<file path="config.mk">
export PLATFORM = sky130hd
export DESIGN_NAME = instr_fetch_ctrl_flat
export DESIGN_NICKNAME = d
export VERILOG_FILES = /design/src/rtl/instr_fetch_ctrl_if.sv /design/src/rtl/instr_fetch_ctrl.sv /design/src/flat_wrapper.sv
export SDC_FILE = /design/constraint.sdc
export NUM_CORES = 1
export LEC_CHECK = 0
export CAP_MARGIN = 0
export CORE_MARGIN = 1.5
export CORE_UTILIZATION = 41
export CTS_CLUSTER_SIZE = 14
export DETAILED_ROUTE_END_ITERATION = 10
export HOLD_SLACK_MARGIN = 0.02
export PLACE_DENSITY = 0.84
export SETUP_SLACK_MARGIN = 0.5
export SYNTH_ARGS = -nofsm -noshare
export SYNTH_HDL_FRONTEND = slang
export SYNTH_SLANG_ARGS = --single-unit
export TNS_END_PERCENT = 30
</file>
<file path="constraint.sdc">
create_clock -name clk -period 2.24 [get_ports clk]
set_clock_uncertainty 0.1 [all_clocks]
set_input_delay 0.448 -clock clk [delete_from_list [all_inputs] [get_ports clk]]
set_output_delay 0.448 -clock clk [all_outputs]
set_load 0.01 [all_outputs]
</file>
<file path="src/rtl/instr_fetch_ctrl_if.sv">
// Fetch bus: instruction-memory address/data plus the decode valid/ready handshake.
// The fetch controller takes the master side; memory and decode sit on the slave side.
interface instr_fetch_ctrl_if #(
  parameter int PC_W = 5,
  parameter int IW   = 32
);
  logic [PC_W-1:0] PC;
  logic [IW-1:0]   IR;
  logic [IW-1:0]   instr;
  logic [PC_W-1:0] instr_pc;
  logic            instr_valid;
  logic            instr_ready;

  modport master (
    output PC,
    input  IR,
    output instr,
    output instr_pc,
    output instr_valid,
    input  instr_ready
  );

  modport slave (
    input  PC,
    output IR,
    input  instr,
    input  instr_pc,
    input  instr_valid,
    output instr_ready
  );
endinterface

</file>
<file path="src/rtl/instr_fetch_ctrl.sv">
// Fetch sequencer: drives PC into a combinational instruction memory, registers the word
// for decode, applies taken-branch redirects and halts after a run of accepted nop words.
// Optional FETCH_PERF_CNT_EN enables the saturating accepted-instruction counter.
module instr_fetch_ctrl #(
  parameter int PC_W      = 5,
  parameter int IW        = 32,
  parameter int HALT_NOPS = 2
) (
  input  logic                   clk,
  input  logic                   rst_n,
  input  logic                   start,
  instr_fetch_ctrl_if.master     bus,
  input  logic                   br_taken,
  input  logic [PC_W-1:0]        br_pc,
  input  logic signed [15:0]     br_offset,
  output logic                   halted,
  output logic [15:0]            fetch_count
);

  localparam int NOP_W = $clog2(HALT_NOPS + 1);
  localparam logic [NOP_W-1:0] NOP_LAST = NOP_W'(HALT_NOPS - 1);

  typedef enum logic [1:0] {
    S_IDLE  = 2'd0,
    S_FETCH = 2'd1,
    S_HALT  = 2'd2
  } state_t;

  state_t            state_q, state_nxt;
  logic [PC_W-1:0]   pc_p0, pc_p0_nxt;
  logic [IW-1:0]     instr_p1, instr_p1_nxt;
  logic [PC_W-1:0]   instr_pc_p1, instr_pc_p1_nxt;
  logic              vld_p1, vld_p1_nxt;
  logic [NOP_W-1:0]  nop_run, nop_run_nxt;

  logic hs;
  logic load;
  logic is_nop;

  assign hs     = vld_p1 & bus.instr_ready;
  assign load   = ~vld_p1 | bus.instr_ready;
  assign is_nop = (instr_p1 == '0);

  always_comb begin
    state_nxt       = state_q;
    pc_p0_nxt       = pc_p0;
    instr_p1_nxt    = instr_p1;
    instr_pc_p1_nxt = instr_pc_p1;
    vld_p1_nxt      = vld_p1;
    nop_run_nxt     = nop_run;
    unique case (state_q)
      S_IDLE, S_HALT: begin
        if (start) begin
          state_nxt   = S_FETCH;
          pc_p0_nxt   = '0;
          vld_p1_nxt  = 1'b0;
          nop_run_nxt = '0;
        end
      end
      S_FETCH: begin
        if (br_taken) begin
          // Target is relative to the word after the branch; only the low PC_W bits matter.
          pc_p0_nxt   = PC_W'(16'(br_pc) + 16'd1 + br_offset);
          vld_p1_nxt  = 1'b0;
          nop_run_nxt = '0;
        end else begin
          if (hs) begin
            nop_run_nxt = is_nop ? nop_run + NOP_W'(1) : '0;
          end
          if (hs && is_nop && (nop_run == NOP_LAST)) begin
            state_nxt  = S_HALT;
            vld_p1_nxt = 1'b0;
          end else if (load) begin
            instr_p1_nxt    = bus.IR;
            instr_pc_p1_nxt = pc_p0;
            vld_p1_nxt      = 1'b1;
            pc_p0_nxt       = pc_p0 + PC_W'(1);
          end
        end
      end
      default: begin
        state_nxt  = S_IDLE;
        vld_p1_nxt = 1'b0;
      end
    endcase
  end

  // p0: PC / control state; p1: instruction register presented to decode
  always_ff @(posedge clk or negedge rst_n) begin
    if (!rst_n) begin
      state_q     <= S_IDLE;
      pc_p0       <= '0;
      instr_p1    <= '0;
      instr_pc_p1 <= '0;
      vld_p1      <= 1'b0;
      nop_run     <= '0;
    end else begin
      state_q     <= state_nxt;
      pc_p0       <= pc_p0_nxt;
      instr_p1    <= instr_p1_nxt;
      instr_pc_p1 <= instr_pc_p1_nxt;
      vld_p1      <= vld_p1_nxt;
      nop_run     <= nop_run_nxt;
    end
  end

  assign bus.PC          = pc_p0;
  assign bus.instr       = instr_p1;
  assign bus.instr_pc    = instr_pc_p1;
  assign bus.instr_valid = vld_p1;
  assign halted          = (state_q == S_HALT);

`ifdef FETCH_PERF_CNT_EN
  function automatic logic [15:0] sat_inc16(input logic [15:0] v);
    return (v == 16'hFFFF) ? v : v + 16'd1;
  endfunction

  logic [15:0] perf_cnt;
  logic        perf_clr;
  logic        perf_inc;

  // A squashing redirect suppresses the accept in the same cycle.
  assign perf_clr = (state_q != S_FETCH) & start;
  assign perf_inc = (state_q == S_FETCH) & ~br_taken & hs;

  always_ff @(posedge clk or negedge rst_n) begin
    if (!rst_n) begin
      perf_cnt <= '0;
    end else if (perf_clr) begin
      perf_cnt <= '0;
    end else if (perf_inc) begin
      perf_cnt <= sat_inc16(perf_cnt);
    end
  end

  assign fetch_count = perf_cnt;
`else
  assign fetch_count = 16'h0000;
`endif

endmodule

</file>
<file path="src/flat_wrapper.sv">
// flat-port wrapper written by rule: the top's interface ports become plain ports
module instr_fetch_ctrl_flat 
#(
  parameter int PC_W      = 5,
  parameter int IW        = 32,
  parameter int HALT_NOPS = 2
)
  (clk, rst_n, start, br_taken, br_pc, br_offset, halted, fetch_count, bus_PC, bus_IR, bus_instr, bus_instr_pc, bus_instr_valid, bus_instr_ready);
  instr_fetch_ctrl_if #(.PC_W(PC_W), .IW(IW)) bus_i ();
  input  logic clk;
  input  logic rst_n;
  input  logic start;
  input  logic br_taken;
  input  logic [PC_W-1:0] br_pc;
  input  logic signed [15:0] br_offset;
  output logic halted;
  output logic [15:0] fetch_count;
  output wire logic [$bits(bus_i.PC)-1:0] bus_PC;
  input wire logic [$bits(bus_i.IR)-1:0] bus_IR;
  output wire logic [$bits(bus_i.instr)-1:0] bus_instr;
  output wire logic [$bits(bus_i.instr_pc)-1:0] bus_instr_pc;
  output wire logic [$bits(bus_i.instr_valid)-1:0] bus_instr_valid;
  input wire logic [$bits(bus_i.instr_ready)-1:0] bus_instr_ready;
  assign bus_PC = bus_i.PC;
  assign bus_i.IR = bus_IR;
  assign bus_instr = bus_i.instr;
  assign bus_instr_pc = bus_i.instr_pc;
  assign bus_instr_valid = bus_i.instr_valid;
  assign bus_i.instr_ready = bus_instr_ready;
  instr_fetch_ctrl #(.PC_W(PC_W), .IW(IW), .HALT_NOPS(HALT_NOPS)) u_core (.clk(clk), .rst_n(rst_n), .start(start), .bus(bus_i), .br_taken(br_taken), .br_pc(br_pc), .br_offset(br_offset), .halted(halted), .fetch_count(fetch_count));
endmodule
</file>
==> run summary, run 1 <==
The flow ran to the end, and the final reports show no timing, DRC or antenna violations. The logs give 5 for the number of buffers created by CTS and 0.277 ns for the least setup slack across all paths after layout. The tools report the number of diodes added for antenna fixing as 0. Once detailed placement completed, the half-perimeter wirelength came to 4.27 mm.

The worst setup path is captured at a flip-flop. The number of violations of the max-capacitance limit came out at 0. Via count of the first global-routing pass: 2,084. The actual transition at the worst max-transition pin is 0.522 ns, and the row count is 27. The post-detailed-routing wire length is 5.80 mm, and the leakage power of the design is 1.63 nW. For the total area of multi-input combinational cells, the log shows 1170 um2.

The effective utilization at floorplan was 43.2%; the number of flops mapped to enable cells by yosys was 0. The logs give 417 for the number of fill cells and 0.813 for the final RePlAce weighted congestion. By count the netlist is led by dfrtp_1 (47), mux2_2 (33), buf_4 (19). At the placement stage, the worst setup path has a slack of -0.321 ns. The cell with the most instances after synthesis was dfrtp_1.

The flip-flop and latch count after synthesis came out at 47. Walking the worst path, the cells encountered are nor4_2 > and4_1 > and3_4 > nor3_4 > buf_12 > a221o_1. In this run the clock root is driven by a clkbuf_8.

The headroom to the max-slew limit was 65.2%; the growth of design area from synthesis to finish was 56.3%. Class of the tightest hold or removal check: reg2reg. The quantity of I/O buffers inserted on ports was 90; the global route total overflow was 0. Registers take 1180 um2.

The detail route stage leaves a number of antenna-violating nets equal to 0. For the final hold violation count, the log shows 0. The final worst hold slack came out at 0.385 ns. The delay contributed by the slowest stage of the critical path was 0.42 ns. Number of buffers on the longest clock path: 2. Subtracting the final worst setup slack from the clock period gives 1.96 ns. The number of top-level pins is 118.

For this run, design rule violations remaining after detail routing come to 0. The final max-slew violation count was 0. Setup repair after global routing could not meet its margin everywhere. dfrtp_1 takes more of the synthesized area than any other cell.

For the worst setup path, the data arrival time is 2.05 ns. Cells with a size suffix above 1 make up 32.9% of the layout. The H-tree was split into 2 levels. The largest individual stage delay along the critical path comes from the cell dfrtp_1.

In this run the cell area of the synthesized design comes to 2410 um2. Synthesis handed over a netlist of 191 instances. The critical path in this run is classified as reg2reg.

The number of clock sinks seen by CTS is 47, and the worst-skew pair later-pin latency is 0.30 ns. In this design, the largest share of critical-path delay is due to simple AND/OR/NAND/NOR gates. In this run the power density over the cells is 699 nW/um2.

Across every metal layer, demand over resource in global routing totals 20.1%. The number of vias in the routed layout was 1,901; the height of the die was 79.6 um. STA classifies the critical path startpoint as a flip-flop. The main flop type after synthesis was dfrtp_1.

Setup violations remaining at the end of the flow were counted as 0. For this run, the number of Yosys warnings is 0. The highest fanout seen on the critical path was 15; the core area was 5570 um2. The run gives 48.9% as the portion of the post-synthesis area used by sequential elements. TritonCTS built the clock tree. Data on the critical path is required at its endpoint by 2.33 ns. The maximum frequency from static timing analysis is 0.509 GHz.

After detailed routing, the number of vias per cell comes to 4.98. In the final routed layout, each cell accounts on average for 15.2 um. After the first detailed-routing iteration, the DRC count stood at 74. Entering global routing, the biggest net connects 27 pins. After clock tree synthesis, the clock-pin slew on the worst setup and hold paths is 0.08 ns.

The average instance in the mapped netlist occupies 12.6 um2. VDD sags by at most 0.532 mV. Before antenna repair, the detailed router went through 4 iterations. The count of buffer and inverter cells on the critical path works out to 1.

The part of the cycle the worst path needs is 87.6%. The initial antenna violation count was 0. The net count reported at finish is 374.

The die footprint was 6340 um2; the share of synthesized flip-flops with an asynchronous set or reset was 100%. After synthesis, the largest area contributor takes up 48.9% of total cell area. Yosys mapped the design onto 43 distinct sky130hd cell types. Summing internal, switching and leakage power gives 2.63 mW. By area the synthesized netlist is led by dfrtp_1 (49%), mux2_2 (15%), buf_4 (5.9%). In this run the horizontal extent of the chip is 79.6 um.

The first global-routing pass estimated 9.85 mm of wire.
repair_timing:
action / 4_1_cts / 5_1_grt
cloned: 0 / 0
endpoints found under the hold margin: 3 / 0
buffers inserted: 12 / 0
pin swaps: 14 / 1
hold buffers: 1 / 0
gates resized for setup: 35 / 0
endpoints found under the setup margin: 86 / 89
sequential cells by signal (all words and copies together), names as in the netlist:
name                    flops
u_core.bus.instr           32
u_core.bus.PC               5
u_core.bus.instr_pc         5
u_core.nop_run              2
u_core.state_q              2
u_core.bus.instr_valid      1
cells in the final DEF (no fill, tap or decap), drive strengths merged, types with 5 or more instances in the layout:
master and n:
buf 32, clkbuf 6, clkdlybuf4s50 79, conb 16, dfrtp 47, dlygate4sd2 6
ha 6, inv 6, mux2 38, nand2 5, nand3 5, nor4 8
o21ai 6
logic make-up after synthesis:
logic type               Yosys count  share of synthesized area (%)
flip-flops                        47                           48.9
multiplexers                      39                           19.0
AND/OR/NAND/NOR                   39                           10.0
buffers and inverters             30                           8.94
AO/OA/AOI/OAI                     25                           8.00
adder cells (fa/ha/maj)            7                           3.95
XOR/XNOR                           3                           1.09
other                              1                          0.156
power breakdown:
part	switching [mW]	internal, mW
registers	0.129	0.976
logic	0.285	0.517
clock network	0.277	0.446
total	0.691	1.94
worst min-delay path: stages (launching register included):
cell	delay (ns)
dfrtp_1	0.35
nand2_1	0.05
o31ai_1	0.06
cell type report:
cell class,instances,area share [%]
timing repair buffer,120,30.8
inverter,6,0.732
clock inverter,2,1.60
tap,72,2.39
multi-input combinational,129,31.2
clock buffer,6,1.93
sequential,47,31.3
metal layers:
layer	track usage, %	vias to the layer above	routed length [um]
met5	0	-	0
met4	4.56	0	46
met3	6.51	5	480
met2	35.5	77	2970
met1	23.5	923	2300
li1	-	896	-
final timing paths:
kind	start	to	slack (ns)	depth (start not counted)
setup / recovery	u_core.bus.instr[26]$_DFFE_PN0P_	u_core.bus.PC[2]$_DFFE_PN0P_	0.28	6
hold / removal	u_core.nop_run[1]$_DFFE_PN0P_	u_core.nop_run[1]$_DFFE_PN0P_	0.39	2
setup reg to reg	u_core.bus.instr[26]$_DFFE_PN0P_	u_core.bus.PC[2]$_DFFE_PN0P_	0.28	6
hold reg to reg	u_core.nop_run[1]$_DFFE_PN0P_	u_core.nop_run[1]$_DFFE_PN0P_	0.39	2
max in group asynchronous	rst_n	u_core.state_q[0]$_DFFE_PN0P_	0.95	3
min in group asynchronous	rst_n	u_core.bus.instr[19]$_DFFE_PN0P_	0.56	2
per-stage QoR:
step	setup TNS [ns]	util, %	instances	cell area [um2]
after global placement	-7.66	62.2	361	3470
after global routing	0	67.5	382	3760
after CTS	0	67.5	382	3760
after floorplan	0	-	206	2530
after detailed placement	-8.17	62.2	361	3470
final	0	67.5	382	3760
Note: power is estimated with default switching activity, not from simulation.
==> run 2, diff against run 1 <==
- MAX_ROUTING_LAYER: default -> met4
==> run summary, run 2 (synthesis gave the netlist of run 1 again) <==
The logs give 0.825 (+1.5%) for the final RePlAce weighted congestion and 0 (unchanged) for the final max-slew violation count. The tools report the capturing element type of the critical path as a flip-flop. The clock-pin slew on the worst setup and hold paths is 0.09 ns (about the same), and the fraction of power consumed by sequential logic is 42.0% (about the same). The quantity of I/O buffers inserted on ports came out at 90 (unchanged).

The power per standard cell area was 699 nW/um2 (about the same). The actual transition at the worst max-transition pin is 0.516 ns (-0.00626 ns). Final critical-path required period: 1.97 ns (+0.00407 ns). Number of violations of the max-capacitance limit: 0 (unchanged). The core utilization of the finished layout is 67.5% (unchanged), and the number of top-level pins is 118 (unchanged). The number of buffers created by CTS was 5 (unchanged). The highest ir drop seen on vdd was 0.532 mV (+0.11%); the flip-flop count of the largest register, all copies and words added was 32 (unchanged).

For the number of buffers on the longest clock path, the log shows 2 (unchanged). The logs give 5570 um2 (unchanged) for the core area and 382 (unchanged) for the non-filler instance count after layout. The detail-routed net length per standard cell is 15.1 um (-0.59%), and the final hold violation count is 0 (unchanged).

The arrival time reported for the critical path endpoint was 2.05 ns (about the same); the number of vias in the routed layout was 1,910 (+0.47%). The fraction of power spent switching nets is 26.3% (about the same), and the worst endpoint required time is 2.33 ns (about the same). The highest fanout seen on the critical path was 18 (+3). The per-cell via count in the routed design came out at 5.00 (+0.47%).

The tools report the origin of the worst min-delay path as u_core.nop_run[1]$_DFFE_PN0P_. For the switching power total, the log shows 691 uW (about the same). Kind of critical path: reg2reg.

The growth of design area from synthesis to finish is 56.3% (unchanged). The number of diodes added for antenna fixing is 0 (unchanged). Number of clock sinks seen by CTS: 47 (unchanged). For the post-route antenna net violation count, the log shows 0 (unchanged). The height of the die was 79.6 um (unchanged). In this run the worst setup path begins at u_core.bus.instr[26]$_DFFE_PN0P_. The path class of the tightest hold or removal check is reg2reg.

The number of H-tree branching levels was 2 (unchanged). The logs give 30.5% (about the same) for the part of the total power dissipated in combinational logic and 27.5% (about the same) for the power share of the clock group. The via count of the first global-routing pass came out at 2,080 (-0.19%).

For the count of routing violations after the opening detailed-route iteration, the log shows 92 (+24%). The final worst hold slack is 0.387 ns (+0.00124 ns). The worst setup path is launched from a flip-flop. The initial antenna violation count was 0 (unchanged). Traced cell by cell, the critical path runs through nor4_2 > and4_1 > and3_4 > nor3_4 > buf_12 > mux2_4.

Most common library cell in the layout ignoring fill and taps: clkdlybuf4s50_1. The global route total overflow came out at 0 (unchanged). Setup repair after global routing could not meet its margin everywhere.

The logs give 374 (unchanged) for the net count reported at finish and 65.6% (+0.42 points) for the headroom to the max-slew limit. The logs give 361 (unchanged) for the cell count after placement and 0.30 ns (about the same) for the worst-skew pair later-pin latency. The master of the slowest instance on the critical path was dfrtp_1. Root cell of the clock tree: clkbuf_8.

The die footprint is 6340 um2 (unchanged). In the layout the commonest cells are clkdlybuf4s50_1 (79), dfrtp_1 (46), mux2_2 (28), buf_4 (25), conb_1 (16). The leakage power of the design was 1.63 nW (unchanged).

The post-route DRC violation count came out at 0 (unchanged). The run gives 0.508 GHz (-0.21%) as the maximum frequency from static timing analysis. The first-pass iteration count of the detailed router is 4 (unchanged). For the HPWL after detailed placement, the log shows 4.27 mm (unchanged). The run finished with clean final reports. The die boundary width is 79.6 um (unchanged).

The run gives 0 (unchanged) as the total setup violations reported at the end of the flow. The source of the worst register-to-register timing path is u_core.bus.instr[26]$_DFFE_PN0P_. The tools report the row count as 27 (unchanged).

The delay contributed by the slowest stage of the critical path is 0.42 ns (about the same). The global-route wire length before repair is 9.86 mm (about the same), and the global routing usage summed across all routing layers is 20.7% (+0.60 points). The post-detailed-routing wire length is 5.76 mm (-0.59%), and the effective utilization at floorplan is 43.2% (unchanged).

The tools report the internal power component as 1.94 mW (about the same). TritonCTS built the clock tree. For the largest net degree at the start of global routing, the log shows 27 (unchanged).

The share of layout cells above drive strength 1 is 32.9% (unchanged). The part of the cycle the worst path needs was 87.8% (+0.18 points).
## run 2: cell counts in the layout (fill, tap and decap cells not counted)
Identical to the previous run, type by type.
## run 2: worst max-delay path: cells and delay by family, from the launching register on
| family | cells | cell delay [ns] |
|---|---|---|
| buf+inv | 1 | 0.16 |
| flops | 1 | 0.42 |
| mux | 1 | 0.30 |
| simple gates | 4 | 0.87 |
## run 2: metrics by stage
step                worst slack, ns  cell area [um2]  setup TNS (ns)  power, mW
global placement             -0.276             3470           -7.66       1.86
floorplan                     0.238             2530               0       1.45
finish                        0.273             3760               0       2.63
detailed placement           -0.321             3470           -8.17       1.89
global route                  0.214             3760               0       2.77
CTS                           0.286             3760               0       2.66
## run 2: final timing paths
check / cells after the start / end / slack (ns)
hold reg to reg: 2 / u_core.nop_run[1]$_DFFE_PN0P_ / 0.39
setup / recovery: 6 / u_core.bus.instr[12]$_DFFE_PN0P_ / 0.27
min in group asynchronous: 2 / u_core.bus.instr[19]$_DFFE_PN0P_ / 0.55
max in group asynchronous: 3 / u_core.state_q[0]$_DFFE_PN0P_ / 0.96
hold / removal: 2 / u_core.nop_run[1]$_DFFE_PN0P_ / 0.39
setup reg to reg: 6 / u_core.bus.instr[12]$_DFFE_PN0P_ / 0.27
## run 2: cell type report
class | instances | area, um2
Tap cell | 72 | 90.1
Clock buffer | 6 | 72.6
Sequential cell | 47 | 1180
Clock inverter | 2 | 60.1
Multi-Input combinational cell | 129 | 1170
Fill cell | 417 | 1810
Timing Repair Buffer | 120 | 1160
Inverter | 6 | 27.5
## run 2: power by group through the flow
stage	sequential, mW	clock, mW	combinational [mW]
6_report	1.10	0.724	0.802
5_1_grt	1.12	0.790	0.860
4_1_cts	1.10	0.744	0.810
3_5_place_dp	1.11	0	0.772
3_3_place_gp	1.11	0	0.751
2_1_floorplan	1.15	0	0.303
## run 2: per-layer routing
layer	global-route usage, %	wire [um]	up-vias
met4	4.56	44	0
met5	-	0	-
met3	5.03	419	8
li1	-	-	892
met1	24.9	2330	933
met2	35.2	2970	77
## run 2: repair_timing
action | CTS | global route
hold buffers | 1 | 0
pin swaps | 14 | 1
setup buffers | 12 | 0
endpoints found under the hold margin | 3 | 0
resized for setup | 35 | 0
setup endpoints to repair | 86 | 89
==> run 3, diff against run 2 <==
- ABC_CLOCK_PERIOD_IN_PS: default -> 2240
==> results of run 3 <==
Same layout as run 2: the final DEF is identical, and so are final timing and power.
